<file path="src/rtl/calc_core.sv">
// Sequential signed calculator: add/sub/mul in one EXEC cycle, div/mod by restoring division.
// Define CALC_DIVMOD_EN to build the DIV/FIX datapath; otherwise div/mod report err.
module calc_core #(
  parameter int unsigned W = 8
) (
  input  logic             clk,
  input  logic             rst,
  input  logic             start,
  input  logic [2:0]       op,
  input  logic [W-1:0]     a,
  input  logic [W-1:0]     b,
  output logic             busy,
  output logic             done,
  output logic             err,
  output logic [2*W-1:0]   result,
  output logic             neg,
  output logic [2*W-1:0]   mag
);

  typedef enum logic [2:0] {StIdle, StExec, StDiv, StFix, StDone} state_e;

  localparam logic [2:0] OpAdd = 3'b000;
  localparam logic [2:0] OpSub = 3'b001;
  localparam logic [2:0] OpMul = 3'b010;
`ifdef CALC_DIVMOD_EN
  localparam logic [2:0] OpDiv = 3'b011;
  localparam logic [2:0] OpMod = 3'b100;
  localparam int unsigned CW = $clog2(W) + 1;
`endif

  state_e           state_q, state_d;
  logic [2:0]       op_q, op_d;
  logic [W-1:0]     a_q, a_d, b_q, b_d;
  logic             busy_q, busy_d, done_q, done_d, err_q, err_d;
  logic [2*W-1:0]   result_q, result_d;
  logic [2*W-1:0]   ax, bx;

  assign ax = {{W{a_q[W-1]}}, a_q};
  assign bx = {{W{b_q[W-1]}}, b_q};

`ifdef CALC_DIVMOD_EN
  logic [W-1:0]     rem_q, rem_d, quo_q, quo_d, dvs_q, dvs_d;
  logic [CW-1:0]    cnt_q, cnt_d;
  logic             qneg_q, qneg_d, rneg_q, rneg_d;
  logic [W:0]       sh;
  logic             ge;

  // Partial remainder shifted left with the next dividend bit pulled in from the quotient reg.
  assign sh = {rem_q, quo_q[W-1]};
  assign ge = sh >= {1'b0, dvs_q};
`endif

  always_comb begin
    state_d  = state_q;
    op_d     = op_q;
    a_d      = a_q;
    b_d      = b_q;
    err_d    = err_q;
    result_d = result_q;
`ifdef CALC_DIVMOD_EN
    rem_d    = rem_q;
    quo_d    = quo_q;
    dvs_d    = dvs_q;
    cnt_d    = cnt_q;
    qneg_d   = qneg_q;
    rneg_d   = rneg_q;
`endif
    case (state_q)
      StIdle: begin
        if (start) begin
          state_d = StExec;
          op_d    = op;
          a_d     = a;
          b_d     = b;
          err_d   = 1'b0;
        end
      end
      StExec: begin
        state_d = StDone;
        case (op_q)
          OpAdd: result_d = ax + bx;
          OpSub: result_d = ax - bx;
          OpMul: result_d = ax * bx;
`ifdef CALC_DIVMOD_EN
          OpDiv, OpMod: begin
            if (b_q == '0) begin
              err_d    = 1'b1;
              result_d = '0;
            end else begin
              state_d = StDiv;
              rem_d   = '0;
              quo_d   = a_q[W-1] ? -a_q : a_q;
              dvs_d   = b_q[W-1] ? -b_q : b_q;
              cnt_d   = CW'(W - 1);
              qneg_d  = a_q[W-1] ^ b_q[W-1];
              rneg_d  = a_q[W-1];
            end
          end
`endif
          default: begin
            err_d    = 1'b1;
            result_d = '0;
          end
        endcase
      end
`ifdef CALC_DIVMOD_EN
      StDiv: begin
        rem_d = ge ? W'(sh - {1'b0, dvs_q}) : sh[W-1:0];
        quo_d = {quo_q[W-2:0], ge};
        if (cnt_q == '0) begin
          state_d = StFix;
        end else begin
          cnt_d = cnt_q - 1'b1;
        end
      end
      StFix: begin
        state_d = StDone;
        if (op_q == OpDiv) begin
          result_d = qneg_q ? -{{W{1'b0}}, quo_q} : {{W{1'b0}}, quo_q};
        end else begin
          result_d = rneg_q ? -{{W{1'b0}}, rem_q} : {{W{1'b0}}, rem_q};
        end
      end
`endif
      StDone:  state_d = StIdle;
      default: state_d = StIdle;
    endcase
    busy_d = (state_d != StIdle);
    done_d = (state_d == StDone);
  end

  always_ff @(posedge clk) begin
    if (rst) begin
      state_q  <= StIdle;
      op_q     <= '0;
      a_q      <= '0;
      b_q      <= '0;
      busy_q   <= 1'b0;
      done_q   <= 1'b0;
      err_q    <= 1'b0;
      result_q <= '0;
`ifdef CALC_DIVMOD_EN
      rem_q    <= '0;
      quo_q    <= '0;
      dvs_q    <= '0;
      cnt_q    <= '0;
      qneg_q   <= 1'b0;
      rneg_q   <= 1'b0;
`endif
    end else begin
      state_q  <= state_d;
      op_q     <= op_d;
      a_q      <= a_d;
      b_q      <= b_d;
      busy_q   <= busy_d;
      done_q   <= done_d;
      err_q    <= err_d;
      result_q <= result_d;
`ifdef CALC_DIVMOD_EN
      rem_q    <= rem_d;
      quo_q    <= quo_d;
      dvs_q    <= dvs_d;
      cnt_q    <= cnt_d;
      qneg_q   <= qneg_d;
      rneg_q   <= rneg_d;
`endif
    end
  end

  assign busy   = busy_q;
  assign done   = done_q;
  assign err    = err_q;
  assign result = result_q;
  assign neg    = result_q[2*W-1];
  assign mag    = neg ? -result_q : result_q;

endmodule

</file>
<file path="config.mk">
export PLATFORM = sky130hd
export DESIGN_NAME = calc_core
export DESIGN_NICKNAME = d
export VERILOG_FILES = /design/src/rtl/calc_core.sv
export SDC_FILE = /design/constraint.sdc
export NUM_CORES = 1
export LEC_CHECK = 0
export CORE_ASPECT_RATIO = 1.2
export CORE_MARGIN = 10
export CORE_UTILIZATION = 40
export CTS_CLUSTER_DIAMETER = 80
export CTS_CLUSTER_SIZE = 25
export DETAILED_ROUTE_END_ITERATION = 8
export PLACE_DENSITY = 0.62
export SLEW_MARGIN = 20
export SYNTH_ARGS = -nofsm -noshare
export SYNTH_HDL_FRONTEND = slang
export SYNTH_SLANG_ARGS = --single-unit
</file>
<file path="constraint.sdc">
create_clock -name clk -period 6 [get_ports clk]
set_input_delay 1.2 -clock clk [delete_from_list [all_inputs] [get_ports clk]]
set_output_delay 1.2 -clock clk [all_outputs]
set_load 0.03 [all_outputs]
</file>
# Word level (Yosys, flattened, before mapping)
# Index checks and enable logic that the tools add are counted.
# word_totals
wordCells	32
latch_bits	0
mem_count	0
rom_bits	0
in_bits	22
reg_bits	41
output_inout_bits	36
mem_bits_rw	0
# op_classes
n_div	0
mul	1
n_eq_ne	6
shifts	0
reduce_logical	7
muxes	7
n_bitwise	0
order_cmp	0
n_addsub	3
# ops
operator	n
$pmux 16 s3	1
$mul 8x8->16	1
$mux 16	1
$neg 16->16	1
$add 8x8->9	1
$sub 8x8->9	1
$eq 3x1->1 const B	2
$logic_not 3->1	2
$pmux 3 s2	1
$ne 2x2->1 const B	2
$eq 3x2->1 const B	1
$eq 3x3->1 const B	1
$mux 3	1
$reduce_and 3->1	1
$reduce_bool 3->1	1
$reduce_or 3->1	1
$mux 1	2
$pmux 1 s2	1
$reduce_and 2->1	1
$reduce_bool 2->1	1

# Logic depth before layout (Yosys ltp)
# logic_depth
depth_word	4
depth_mapped	18
depth_no_buf	18

# Least setup slack after synthesis
# OpenSTA, ideal clock, no wires.
# synth_timing
kind	register to register
startpoint	reg a_q[4]
endpoint	reg result_q[14], in the netlist result[14]
slack_ns	1.602
t_required_ns	5.940
arrival_time_ns	4.337
path_buffers	0
stages_incl_launch_ff	18
setup_time_ns	0.060
cell_sequence	dfxtp_1 > ha_1 > inv_1 > fa_1 > inv_1 > fa_1 > fa_1 > inv_1 > fa_1 > inv_1 > ha_1 > o21ai_1 > o21ai_1 > a31oi_1 > nand2b_4 > or4b_1 > nand4_1 > a32o_2
# synth_between
elab_chain_len	2
elab_cells_between_ends	4
cone_classes	2 x add/sub; 1 x mul; 1 x mux
# synth_rtl
item	line	rtl
start: declaration	33	logic [W-1:0] a_q, a_d, b_q, b_d;
start signal: assignment	136	a_q <= '0;
start signal: assignment	153	a_q <= a_d;
$mul 8x8->16 (tied with other cells)	83	OpMul: result_d = ax * bx;
$pmux 16 s3 *	80	case (op_q)
end signal: assignment	158	result_q <= result_d;
end: declaration	35	logic [2*W-1:0] result_q, result_d;
# Every way passes the cells marked *; elsewhere a longest branch is shown, timed or not.
# A chain may end at the register's enable or synchronous reset.

# Final worst setup path
# Same ends and word-level chain as after synthesis.

==> metrics.csv <==
stage,metric,value,unit
clock_network,clock_latency,0.29,ns
routing,firstDrtPassIters,5,
synth,syn_nets,735,
place,dp_hpwl,10800,um
clock_network,cts_tree,done,
global_route,grt_use_total,14.8,%
routing,first_iter_violations,189,
flow_run,maxCapViolations,0,
synth,ys.flop_type,dfxtp_1,
setup_path,end_kind,flop,
layout,design_area,5840,um^2
routing,vias,4089,
routing,drc,0,
power_and_ir_drop,switching_share,31.0,%
clock_network,cts_buffer_depth,2,
layout,layout-drive-gt1-share,2.89,%
sta,finalSetupTns,0,ns
floorplan,ios,58,
synth,synth_cell_type_count,52,
place,io_buffers,57,
sta,relSlewSlack,43.5,%
synth,synthCells,609,
sta,period_minus_slack,4.74,ns
place,placed_area,5670,um^2
sta,clock_skew,0.00918,ns
synth,ys_seq_area_share,16.5,%
setup_path,critPathLaunchType,flop,
synth,synth-edff-count,0,
clock_network,cts_sinks,41,
synth,yosys_warnings,0,
worst_hold_path,hold_depth,2,
power_and_ir_drop,internal_power,559,uW
layout,layout_commonest_cell,inv_1,
floorplan,core,12100,um^2
clock_network,clockRootBuffer,clkbuf_16,
power_and_ir_drop,p_seq_share,37.3,%
synth,syn_area,4960,um^2
global_route,antenna_found_initial,0,
run_status,outcome,finished clean,
power_and_ir_drop,clkPwrFrac,39.6,%
setup_path,critical_path_class,flop to flop,
sta,min_period_over_period,78.9,%
power_and_ir_drop,power_frac_comb,23.1,%
setup_path,crit_required,6.24,ns
worst_hold_path,hold_class,flop to flop,
layout,layout_common_cells,"inv_1 (103), nand2_1 (79), fa_1 (57), clkdlybuf4s50_1 (57), nor2_1 (50)",
sta,worst_pin_slew,0.845,ns
synth,ys_async_sr_fraction,0,%
routing,vias_per_cell,5.00,
clock_network,cts_made_buffers,5,
clock_network,postCtsSetupRepairBufs,0,
clock_network,htreeDepth,2,
global_route,grt_max_degree,36,
sta,max_freq,211,MHz
floorplan,row_count,44,
routing,wl_per_cell,15.5,um
floorplan,fp.dieH,142,um
power_and_ir_drop,switchingPower,252,uW
worst_hold_path,hp-start,a_q[0],
setup_path,crit_arrival,4.98,ns
worst_hold_path,hold_path_end,a_q[0],
floorplan,start_util,41.0,%
setup_path,timing.rr.end,result[14],
floorplan,die-area,17300,um^2
global_route,grt_pass1_wl,20700,um
layout,final_net_count,782,
setup_path,crit_fanout,10,
sta,rsz0062_at_grt,false,
routing,ant_nets,0,
setup_path,r2r_slack,1.26,ns
layout,fillCellCount,1203,
sta,hold_viol,0,
global_route,grt_pass1_vias,4140,
place,gp_congestion,0.927,
power_and_ir_drop,powerDensity,139,nW/um^2
synth,synth-seq-cells,41,
layout,syn2layout_area_growth,17.7,%
layout,diodes,0,
routing,finalWirelength,12700,um
floorplan,die_x,122,um
sta,setup_viol,0,
clock_network,clk_pin_slew,0.07,ns
sta,slew_violations,0,
clock_network,cts_resized,0,
setup_path,reg2reg_from,a_q[4],
power_and_ir_drop,power_leakage,0.00260,uW
setup_path,r2r_cells,17,
synth,avgSynthCellArea,8.15,um^2
clock_network,cts_hold_buf,0,
global_route,grt.overflow.total,0,
power_and_ir_drop,irDropWorstVdd,0.0929,mV
==> registers in the layout, summed over array words and instances, names as in the netlist <==
name	cells
b_q	8
op_q	3
err	1
state_q	3
result	16
done	1
a_q	8
busy	1
==> worst max path at each step <==
stage,start,endpoint,cells after the start
floorplan,a_q[4],result[14],17
global placement,a_q[1],result[14],16
detailed placement,a_q[1],result[14],16
CTS,a_q[4],result[14],17
global route,a_q[4],result[14],17
finish,a_q[4],result[14],17
==> critical path: stages (launching register included) <==
cell	delay, ns
dfxtp_1	0.52
ha_1	0.27
inv_1	0.10
fa_1	0.54
inv_1	0.05
fa_1	0.47
fa_1	0.54
inv_1	0.05
fa_1	0.52
inv_1	0.04
ha_1	0.32
o21ai_1	0.12
o21ai_1	0.14
a31oi_1	0.12
nand2b_4	0.16
or4b_1	0.46
nand4_1	0.10
a32o_2	0.17
==> stage by stage <==
| stage | worst slack [ns] | util (%) | hold slack, ns | total power [uW] | std cells |
|---|---|---|---|---|---|
| finish | 1.26 | 48.2 | 0.486 | 811 | 818 |
| global route | 0.969 | 48.2 | 0.526 | 853 | 818 |
| CTS | 1.24 | 48.2 | 0.490 | 819 | 818 |
| detailed placement | 1.28 | 46.8 | 0.480 | 497 | 810 |
| global placement | 1.35 | 46.8 | 0.470 | 495 | 810 |
| floorplan | 1.60 | - | 0.458 | 434 | 609 |
==> Yosys cell counts, drive strengths merged, types with 2 or more instances <==
master	count	area, um^2
a211oi	4	40.0
a21o	7	52.6
a21oi	35	183
a221oi	2	17.5
a22oi	8	60.1
a311oi	3	26.3
a31oi	3	18.8
and2	30	188
buf	7	42.5
clkbuf	12	45.0
dfxtp	41	821
fa	57	1140
ha	47	588
inv	103	387
mux2i	3	30.0
nand2	79	297
nand2b	7	51.3
nand3	5	25.0
nand3b	3	22.5
nand4	4	25.0
nor2	50	188
nor2b	4	25.0
nor3	10	55.1
nor4	3	18.8
o21ai	21	105
o21bai	2	15.0
o31ai	5	37.5
o41ai	2	25.0
or2	3	18.8
or3	3	18.8
xnor2	31	272
xor2	2	17.5
==> cell type report <==
| cell class | instances | area [um^2] | area share [%] |
|---|---|---|---|
| multi-input cells | 445 | 3670 | 62.9 |
| clock buffers | 5 | 125 | 2.14 |
| clock inverters | 3 | 46.3 | 0.793 |
| repair buffers | 59 | 586 | 10.0 |
| flip-flops and latches | 41 | 821 | 14.1 |
| well taps | 161 | 201 | 3.45 |
| inverters | 104 | 390 | 6.68 |
==> power groups by stage <==
stage,clock network (uW),registers (uW),logic (uW)
floorplan,0,304,129
global placement,0,308,187
detailed placement,0,309,188
CTS,326,302,190
global route,337,305,211
finish,321,302,188
==> kinds of logic (layout without fill, tap and decap cells) <==
| family | after synthesis | after routing | synth area share, % |
|---|---|---|---|
| mux | 3 | 3 | 0.605 |
| flops | 41 | 41 | 16.5 |
| simple gates | 205 | 205 | 19.5 |
| xor+xnor | 33 | 33 | 5.82 |
| compound gates | 99 | 99 | 13.0 |
| fa+ha+maj | 104 | 104 | 34.8 |
| other cells | 1 | 1 | 0.0756 |
| buf+inv | 123 | 171 | 9.63 |
==> metal layers <==
metal / GRT usage [%] / vias up / part of all wire (%)
li1: - / 2040 / -
met1: 18.5 / 1928 / 43
met2: 24.4 / 95 / 48
met3: 2.42 / 26 / 5.2
met4: 6.60 / 0 / 3.3
met5: 0 / - / 0
No activity file was read; power rests on OpenSTA's default activity.
